$ cat src/rtl/dmem_arbiter.sv
// rtl/dmem_arbiter.sv - round-robin arbiter sharing the data-memory port between CPU (m0) and aux master (m1)
// Optional statistics outputs are enabled by defining DMEM_ARB_STATS_EN.
module dmem_arbiter #(
  parameter int READ_LATENCY = 1,
  parameter int MAX_BURST    = 4
) (
  input  logic        clk,
  input  logic        reset,
  input  logic        m0_valid,
  output logic        m0_ready,
  input  logic        m0_we,
  input  logic [31:0] m0_addr,
  input  logic [31:0] m0_wdata,
  input  logic [2:0]  m0_funct3,
  output logic        m0_rsp_valid,
  output logic [31:0] m0_rdata,
  input  logic        m1_valid,
  output logic        m1_ready,
  input  logic        m1_we,
  input  logic [31:0] m1_addr,
  input  logic [31:0] m1_wdata,
  input  logic [2:0]  m1_funct3,
  output logic        m1_rsp_valid,
  output logic [31:0] m1_rdata,
`ifdef DMEM_ARB_STATS_EN
  output logic [31:0] stat_grants0,
  output logic [31:0] stat_grants1,
  output logic [15:0] stat_wait_max,
`endif
  output logic        dmem_wren,
  output logic [31:0] dmem_address,
  output logic [31:0] dmem_data_in,
  output logic [2:0]  dmem_funct3,
  input  logic [31:0] dmem_data_out
);

  localparam logic [1:0] S_IDLE = 2'd0;
  localparam logic [1:0] S_OWN0 = 2'd1;
  localparam logic [1:0] S_OWN1 = 2'd2;
  localparam logic [3:0] BURST_MAX = 4'(MAX_BURST);

  logic [1:0] state;
  logic       rr_next;
  logic [3:0] burst_cnt;
  logic       gnt0;
  logic       gnt1;
  logic       burst_full;

  assign burst_full = (burst_cnt >= BURST_MAX);

  // The owner keeps the port until its burst is spent and the other side is waiting.
  always_comb begin
    gnt0 = 1'b0;
    gnt1 = 1'b0;
    if (!reset) begin
      case (state)
        S_OWN0: begin
          if (m0_valid && !(m1_valid && burst_full)) gnt0 = 1'b1;
          else if (m1_valid)                         gnt1 = 1'b1;
        end
        S_OWN1: begin
          if (m1_valid && !(m0_valid && burst_full)) gnt1 = 1'b1;
          else if (m0_valid)                         gnt0 = 1'b1;
        end
        default: begin
          if (m0_valid && m1_valid) begin
            gnt0 = !rr_next;
            gnt1 = rr_next;
          end else begin
            gnt0 = m0_valid;
            gnt1 = m1_valid;
          end
        end
      endcase
    end
  end

  assign m0_ready = gnt0;
  assign m1_ready = gnt1;

  always_ff @(posedge clk) begin
    if (reset) begin
      state     <= S_IDLE;
      rr_next   <= 1'b0;
      burst_cnt <= 4'd0;
    end else if (gnt0) begin
      state <= S_OWN0;
      if (state != S_OWN0)  burst_cnt <= 4'd1;
      else if (!burst_full) burst_cnt <= burst_cnt + 4'd1;
    end else if (gnt1) begin
      state <= S_OWN1;
      if (state != S_OWN1)  burst_cnt <= 4'd1;
      else if (!burst_full) burst_cnt <= burst_cnt + 4'd1;
    end else begin
      if (state == S_OWN0)      rr_next <= 1'b1;
      else if (state == S_OWN1) rr_next <= 1'b0;
      state     <= S_IDLE;
      burst_cnt <= 4'd0;
    end
  end

  always_comb begin
    dmem_wren    = 1'b0;
    dmem_address = 32'd0;
    dmem_data_in = 32'd0;
    dmem_funct3  = 3'd0;
    if (gnt0) begin
      dmem_wren    = m0_we;
      dmem_address = m0_addr;
      dmem_data_in = m0_wdata;
      dmem_funct3  = m0_funct3;
    end else if (gnt1) begin
      dmem_wren    = m1_we;
      dmem_address = m1_addr;
      dmem_data_in = m1_wdata;
      dmem_funct3  = m1_funct3;
    end
  end

  // Read tag pipeline: one stage per cycle of memory read latency.
  logic [READ_LATENCY-1:0] pipe_v;
  logic [READ_LATENCY-1:0] pipe_tag;
  logic                    load_acc;
  logic                    rsp_v;
  logic                    rsp_tag;

  assign load_acc = (gnt0 && !m0_we) || (gnt1 && !m1_we);

  always_ff @(posedge clk) begin
    if (reset) begin
      pipe_v   <= '0;
      pipe_tag <= '0;
    end else begin
      for (int i = READ_LATENCY - 1; i > 0; i--) begin
        pipe_v[i]   <= pipe_v[i-1];
        pipe_tag[i] <= pipe_tag[i-1];
      end
      pipe_v[0]   <= load_acc;
      pipe_tag[0] <= gnt1;
    end
  end

  assign rsp_v        = pipe_v[READ_LATENCY-1] && !reset;
  assign rsp_tag      = pipe_tag[READ_LATENCY-1];
  assign m0_rsp_valid = rsp_v && !rsp_tag;
  assign m1_rsp_valid = rsp_v && rsp_tag;
  assign m0_rdata     = m0_rsp_valid ? dmem_data_out : 32'd0;
  assign m1_rdata     = m1_rsp_valid ? dmem_data_out : 32'd0;

`ifdef DMEM_ARB_STATS_EN
  logic [15:0] wait0;
  logic [15:0] wait1;
  logic [15:0] wait0_nx;
  logic [15:0] wait1_nx;
  logic [15:0] wait_big;

  always_comb begin
    wait0_nx = 16'd0;
    wait1_nx = 16'd0;
    if (m0_valid && !m0_ready) wait0_nx = (wait0 == 16'hFFFF) ? wait0 : wait0 + 16'd1;
    if (m1_valid && !m1_ready) wait1_nx = (wait1 == 16'hFFFF) ? wait1 : wait1 + 16'd1;
    wait_big = (wait0_nx > wait1_nx) ? wait0_nx : wait1_nx;
  end

  always_ff @(posedge clk) begin
    if (reset) begin
      stat_grants0  <= 32'd0;
      stat_grants1  <= 32'd0;
      stat_wait_max <= 16'd0;
      wait0         <= 16'd0;
      wait1         <= 16'd0;
    end else begin
      if (gnt0 && stat_grants0 != 32'hFFFF_FFFF) stat_grants0 <= stat_grants0 + 32'd1;
      if (gnt1 && stat_grants1 != 32'hFFFF_FFFF) stat_grants1 <= stat_grants1 + 32'd1;
      wait0 <= wait0_nx;
      wait1 <= wait1_nx;
      if (wait_big > stat_wait_max) stat_wait_max <= wait_big;
    end
  end
`endif

endmodule

$ cat config.mk
export PLATFORM = sky130hd
export DESIGN_NAME = dmem_arbiter
export DESIGN_NICKNAME = d
export VERILOG_FILES = /design/src/rtl/dmem_arbiter.sv
export SDC_FILE = /design/constraint.sdc
export NUM_CORES = 1
export LEC_CHECK = 0
export CAP_MARGIN = 10
export CELL_PAD_IN_SITES_DETAIL_PLACEMENT = 0
export CELL_PAD_IN_SITES_GLOBAL_PLACEMENT = 2
export CORE_AREA = 2 2 118 120
export CTS_CLUSTER_SIZE = 8
export DETAILED_ROUTE_END_ITERATION = 6
export DIE_AREA = 0 0 120 122
export DONT_BUFFER_PORTS = 1
export GPL_ROUTABILITY_DRIVEN = 1
export PLACE_DENSITY = 0.56
export SETUP_SLACK_MARGIN = 0.5
export SLEW_MARGIN = 20
export SYNTH_ARGS = -nofsm -noshare
export SYNTH_HDL_FRONTEND = slang
export SYNTH_SLANG_ARGS = --single-unit
$ cat constraint.sdc
create_clock -name clk -period 2.8 [get_ports clk]
set_input_delay 0.56 -clock clk [delete_from_list [all_inputs] [get_ports clk]]
set_output_delay 0.56 -clock clk [all_outputs]
set_load 0.02 [all_outputs]
==> impl_metrics.py, run 1 <==
metrics = {
    "outcome": {
        "status": "complete, no violations",
    },
    "place": {
        "placement.cell_area_um2": 3590,
        "gp_congestion": 0.710,
        "number_of_port_buffers": 0,
        "dp_cells": 524,
        "place.detailed.hpwl_um": 7620,
    },
    "run": {
        "maxCapViolCount": 0,
    },
    "yosys": {
        "post_synthesis_share_of_cell_area_spent_on_xor_and_xnor_gates_pct": 0.340,
        "yosysSeqAreaShare_pct": 7.00,
        "synth_adder_area_share_pct": 1.46,
        "synth_cell_type_count": 35,
        "synth.cell_area_um2": 2570,
        "synth_compound_area_share_pct": 6.03,
        "post_synth_mux_area_share_pct": 26.8,
        "ys.warnings.count": 0,
        "synth_simple_gate_area_share_pct": 35.8,
        "postSynthAreaPerCell_um2": 7.05,
        "syn-num-nets": 540,
        "combinational_family_with_the_most_area_after_synthesis": "simple AND/OR/NAND/NOR gates",
        "yosys_register_bits": 9,
        "post_synth_inst_count": 365,
    },
    "floorplanning": {
        "design.die.area_um2": 14600,
        "die_w_um": 120,
        "floorplan.core_area_um2": 13500,
        "die-height_um": 122,
        "rows": 43,
        "ioPinCount": 308,
        "starting_utilization_of_the_core_area_pct": 19.0,
    },
    "setup_path": {
        "origin_of_the_critical_flop_to_flop_path": "state[0]",
        "critical_path.max_fanout": 9,
        "timing.critical_path.buf_inv": 5,
        "worstSetupStartpoint": "state[0]",
        "worst_path_arrival_ps": 2200,
        "kind_of_capture_point_of_the_worst_setup_path": "output port",
        "worst_path_max_delay_cell": "sky130_fd_sc_hd__dfxtp_2",
        "cp-endpoint": "dmem_data_in[19]",
        "worst_setup_path_start_kind": "register",
        "reg2reg_to": "burst_cnt[0]",
        "cp.depth": 10,
        "worst_path_dominant_cell_family": "buffers and inverters",
        "critical_path_class": "reg -> out",
        "timing.critical_path.cells": "inv_2 > ha_4 > and2b_2 > buf_4 > o311ai_4 > buf_12 > buf_12 > clkbuf_16 > nand4_1 > mux2i_4",
        "worst_path_largest_cell_delay_ps": 350,
        "worst-endpoint-required_ps": 2240,
        "setup.reg_to_reg.worst_slack_ps": 570,
        "critical_path.most_common_cell": "sky130_fd_sc_hd__buf_12",
        "ff2ff_path_depth": 13,
    },
    "clocking": {
        "post_cts_hold_buffer_count": 0,
        "cts_tree": "done",
        "clock_insertion_delay_worst_skew_ps": 240,
        "max-clock-path-buffers": 2,
        "cts_inserted_buffers": 3,
        "cts.reportedPaths.clkPinSlew_ps": 40,
        "clock_tree.htree_level_count": 1,
        "ctsRootBufferMaster": "sky130_fd_sc_hd__clkbuf_16",
        "numClockSinks": 9,
    },
    "routing": {
        "via_per_inst": 4.95,
        "detail_route.drc_violations": 0,
        "via_count": 2799,
        "firstDrtPassIters": 4,
        "wl_um": 10900,
        "wl_per_cell_um": 19.3,
        "detailedRoute.firstIterationViolations": 99,
        "drt.antenna.violating_nets": 0,
    },
    "grt": {
        "via_count_of_the_first_global_routing_pass": 2536,
        "grt_remaining_overflow": 0,
        "wire_length_of_the_first_global_routing_pass_um": 14600,
        "grt_start_max_net_pins": 56,
        "antenna_found_initial": 0,
        "grt.total_usage_pct": 12.6,
    },
    "power_and_ir_drop": {
        "worst_ir_drop_vdd_mv": 0.129,
        "total_power_w": 0.00156,
        "pwr_density_cell_nw_per_um2": 353,
        "leakage_component_of_the_power_nw": 1.83,
    },
    "timing": {
        "worst_hold_slack_ps": 405,
        "fin_skew_ps": 7.34,
        "rsz0062_at_grt": "yes",
        "timing.final.max_slew_violations": 0,
        "timing.final.setup_violations": 0,
        "tns_ps": 0,
        "slew-limit-headroom_pct": 78.4,
        "final_period_minus_worst_setup_slack_ps": 2760,
        "final_hold_viol_count": 0,
        "worst_slew_pin_slew_ps": 321,
        "min_period_over_period_pct": 98.4,
        "clock.fmax_ghz": 0.363,
    },
    "cells_and_area": {
        "layout.cells.most_common_list": "sky130_fd_sc_hd__inv_1, sky130_fd_sc_hd__nand4_1, sky130_fd_sc_hd__mux2i_4",
        "final.fill_count": 1387,
        "number_of_standard_cells_in_the_layout_taps_in_and_fillers_out": 565,
        "layout.nets": 561,
        "final_layout_size_suffix_gt1_share_pct": 37.1,
        "layout.cells.most_common": "sky130_fd_sc_hd__inv_1",
        "fin_area_um2": 4430,
        "antennaDiodeCount": 0,
        "area_growth_from_synthesis_to_layout_pct": 72.1,
    },
    "hold_path": {
        "min_path_type": "in -> reg",
    },
}
[flip-flops by register name, summed over array words and instances, names as in the netlist]
name	flops
burst_cnt	4
pipe_v	1
pipe_tag	1
rr_next	1
state	2
[power by group]
part	internal (W)	switching (W)	total [W]	leakage [nW]
combinational	0.000542	0.000619	0.00116	1.71
sequential	0.000139	0.00000715	0.000146	0.0743
clock	0.000191	0.0000663	0.000257	0.0382
[layer usage]
layer  GRT usage [%]  wire length, um
met5               0                0
met4            1.32               37
met3            2.72              869
met2            24.6             5900
met1            14.4             4110
[synth_stat cells]
cell type	n	share of area (%)
sky130_fd_sc_hd__and3b_1	1	0.34
sky130_fd_sc_hd__nor2_1	3	0.44
sky130_fd_sc_hd__ha_1	3	1.5
sky130_fd_sc_hd__o21ai_1	1	0.19
sky130_fd_sc_hd__a221oi_1	1	0.34
sky130_fd_sc_hd__buf_12	7	5.4
sky130_fd_sc_hd__nand2_1	3	0.44
sky130_fd_sc_hd__a21oi_1	6	1.2
sky130_fd_sc_hd__inv_2	5	0.73
sky130_fd_sc_hd__o41ai_2	1	0.63
sky130_fd_sc_hd__or3_1	1	0.24
sky130_fd_sc_hd__buf_2	12	2.3
sky130_fd_sc_hd__and2_1	64	16
sky130_fd_sc_hd__xor2_1	1	0.34
sky130_fd_sc_hd__o311ai_4	1	1.0
sky130_fd_sc_hd__a211o_1	1	0.34
sky130_fd_sc_hd__a31o_2	1	0.34
sky130_fd_sc_hd__nand4_1	69	17
sky130_fd_sc_hd__clkbuf_1	14	2.0
sky130_fd_sc_hd__mux2i_1	69	27
sky130_fd_sc_hd__nand3_1	3	0.58
sky130_fd_sc_hd__buf_4	1	0.29
sky130_fd_sc_hd__and2b_2	1	0.34
sky130_fd_sc_hd__nand4b_1	1	0.34
sky130_fd_sc_hd__nor3_1	1	0.19
sky130_fd_sc_hd__dfxtp_1	9	7.0
sky130_fd_sc_hd__a32oi_1	1	0.34
sky130_fd_sc_hd__buf_6	2	0.88
sky130_fd_sc_hd__o22ai_1	1	0.24
sky130_fd_sc_hd__inv_1	74	11
sky130_fd_sc_hd__nor3b_1	1	0.29
sky130_fd_sc_hd__o21ai_0	3	0.58
sky130_fd_sc_hd__nor2_2	1	0.24
sky130_fd_sc_hd__o31a_1	1	0.34
sky130_fd_sc_hd__a31oi_2	1	0.49
[through the flow]
step | util [%] | setup WS (ps)
final | 32.8 | 44.0
after global routing | 32.8 | -9.24
after CTS | 30.5 | 37.8
after detailed placement | 26.6 | 48.8
after global placement | 26.6 | 78.5
after floorplan | - | 393
[worst min-delay path by stage]
stage                            start           end  slack [ps]  cells past startpoint
after floorplan                rr_next       rr_next         480                      2
after global routing             reset       rr_next         400                      1
after detailed placement  burst_cnt[1]  burst_cnt[1]         530                      2
after global placement    burst_cnt[1]  burst_cnt[1]         530                      2
after CTS                        reset       rr_next         400                      1
final                            reset       rr_next         410                      1
[repair_timing]
| action | CTS | global route |
|---|---|---|
| gates resized for setup | 19 | 11 |
| buffers inserted | 15 | 6 |
| endpoints found under the setup margin | 70 | 70 |
| cloned | 8 | 8 |
| pin swaps | 22 | 12 |
[cells by family (layout without fill, tap and decap cells)]
kind of cell / Yosys count / count (layout)
and+or+nand+nor: 149 / 149
xor gates and xnor gates: 1 / 1
adders and majority gates: 3 / 3
muxes: 69 / 69
buffers and inverters: 115 / 135
DFF: 9 / 9
AOI/OAI and AO/OA: 19 / 19
[final cells by class]
| type | instances | area [um2] | area share (%) |
|---|---|---|---|
| clock buffers | 4 | 78.8 | 1.78 |
| inverters | 79 | 307 | 6.92 |
| multi-input cells | 241 | 2720 | 61.5 |
| flip-flops and latches | 9 | 183 | 4.13 |
| well taps | 180 | 225 | 5.09 |
| repair buffers | 52 | 910 | 20.5 |
Power figures use the tool's default switching activity.
==> inputs of run 2 (changes only) <==
SETUP_SLACK_MARGIN = 0.02   (was 0.5)
==> impl_metrics.py, run 2 (synthesized netlist as in run 1, its figures left out) <==
metrics = {
    "cells_and_area": {
        "ff_latch_area_um2": 184,
        "biggest_registers_after_layout": "burst_cnt x4, state x2",
        "number_of_standard_cells_in_the_layout_taps_in_and_fillers_out": 615,
        "final.fill_count": 1446,
        "layout.nets": 611,
        "layout.cells.most_common": "sky130_fd_sc_hd__buf_4",
        "area_growth_from_synthesis_to_layout_pct": 49.2,
        "final_layout_size_suffix_gt1_share_pct": 30.8,
        "layout.cells.most_common_list": "sky130_fd_sc_hd__buf_4, sky130_fd_sc_hd__inv_1, sky130_fd_sc_hd__nand4_1",
        "multi_input_comb_area_um2": 1920,
        "max_flop_register": "burst_cnt",
        "largest_register_ffs": 4,
        "antennaDiodeCount": 0,
    },
    "timing": {
        "rsz0062_at_grt": "yes",
        "final_period_minus_worst_setup_slack_ps": 2740,
        "final.setup.worst_slack_ps": 63.4,
        "min_period_over_period_pct": 97.7,
        "fin_skew_ps": 0.493,
        "tns_ps": 0,
        "worst_slew_pin_slew_ps": 347,
        "timing.final.max_slew_violations": 0,
        "timing.final.setup_violations": 0,
        "clock.fmax_ghz": 0.365,
        "slew-limit-headroom_pct": 76.7,
        "worst_hold_slack_ps": 404,
        "final_hold_viol_count": 0,
    },
    "power_and_ir_drop": {
        "clock_share_of_power_pct": 18.1,
        "pwr_density_cell_nw_per_um2": 371,
        "leakage_component_of_the_power_nw": 2.14,
        "comb_power_share_pct": 71.8,
        "worst_ir_drop_vdd_mv": 0.146,
        "switching_portion_of_total_power_pct": 44.4,
        "cell_internal_pwr_w": 0.000793,
        "seq_power_share_pct": 10.2,
        "net-switching-power_w": 0.000632,
    },
    "grt": {
        "antenna_found_initial": 0,
        "grt_start_max_net_pins": 71,
        "wire_length_of_the_first_global_routing_pass_um": 14000,
        "via_count_of_the_first_global_routing_pass": 2543,
        "grt.total_usage_pct": 12.0,
        "grt_remaining_overflow": 0,
    },
    "setup_path": {
        "worst_path_arrival_ps": 2180,
        "kind_of_capture_point_of_the_worst_setup_path": "output port",
        "critical_path_class": "reg -> out",
        "worst-endpoint-required_ps": 2240,
        "critical_path.max_fanout": 6,
        "worst_setup_path_start_kind": "register",
    },
    "routing": {
        "detailedRoute.firstIterationViolations": 161,
        "via_count": 2917,
        "wl_um": 11100,
        "firstDrtPassIters": 4,
        "via_per_inst": 4.74,
        "drt.antenna.violating_nets": 0,
        "wl_per_cell_um": 18.0,
        "detail_route.drc_violations": 0,
    },
    "clocking": {
        "max-clock-path-buffers": 2,
        "numClockSinks": 9,
        "clock_tree.htree_level_count": 1,
        "cts_inserted_buffers": 3,
        "cts_tree": "done",
        "clock_insertion_delay_worst_skew_ps": 240,
        "ctsRootBufferMaster": "sky130_fd_sc_hd__clkbuf_16",
        "cts.reportedPaths.clkPinSlew_ps": 40,
    },
    "floorplanning": {
        "floorplan.core_area_um2": 13500,
        "die_w_um": 120,
        "starting_utilization_of_the_core_area_pct": 19.0,
        "design.die.area_um2": 14600,
        "die-height_um": 122,
        "rows": 43,
        "ioPinCount": 308,
    },
    "hold_path": {
        "min_path_type": "in -> reg",
    },
    "place": {
        "place.detailed.hpwl_um": 6970,
        "place_worst_setup_slack_ps": 121,
        "dp_cells": 590,
        "gp_congestion": 0.735,
        "number_of_port_buffers": 0,
    },
    "run": {
        "maxCapViolCount": 0,
    },
    "outcome": {
        "status": "complete, no violations",
    },
}
run 2: critical path: stages (launching register included):
cell,delay (ps)
sky130_fd_sc_hd__dfxtp_2,330
sky130_fd_sc_hd__inv_2,40
sky130_fd_sc_hd__ha_4,200
sky130_fd_sc_hd__and2b_2,250
sky130_fd_sc_hd__o41ai_4,90
sky130_fd_sc_hd__o31a_4,340
sky130_fd_sc_hd__buf_12,170
sky130_fd_sc_hd__buf_12,150
sky130_fd_sc_hd__mux2i_2,190
sky130_fd_sc_hd__buf_4,180
run 2: per-stage QoR:
stage	total power [W]	instance area [um2]	utilization, %
final	0.00143	3840	28.4
after global routing	0.00151	3840	28.4
after CTS	0.00132	3560	26.3
after detailed placement	0.000922	3210	23.8
after global placement	0.000923	3210	23.8
after floorplan	0.000706	2570	-
run 2: final timing paths:
path	startpoint	endpoint	slack, ps	cells past startpoint
min reg2reg	burst_cnt[3]	burst_cnt[3]	520	2
max	state[0]	dmem_address[0]	60	9
min	reset	rr_next	400	1
max reg2reg	state[1]	pipe_v	800	10
run 2: power groups by stage:
stage / logic [W] / registers (W) / clock network [W]
global route: 0.00109 / 0.000146 / 0.000277
detailed placement: 0.000777 / 0.000145 / 0
floorplan: 0.000562 / 0.000144 / 0
finish: 0.00102 / 0.000145 / 0.000258
CTS: 0.000911 / 0.000145 / 0.000267
global placement: 0.000777 / 0.000145 / 0
run 2: final cells by class:
class                      count  area share, %
inverter                      79           7.72
multi-input combinational    241           50.0
clock buffer                   3           1.96
tap                          180           5.87
timing repair buffer         102           29.6
sequential                     9           4.79
clock inverter                 1          0.130
run 2: metal layers:
metal  share of wire [%]  GRT usage (%)
met4                0.33           1.32
met1                  44           16.2
met5                   0              0
met2                  50           20.8
met3                 6.0           1.64
run 2: repair_timing:
action                                  CTS  global route
hold buffers                              0             0
pin swaps                                 3             7
cloned                                    6             8
gates resized for setup                  12            17
setup buffers                             5             2
endpoints found under the setup margin   41            67
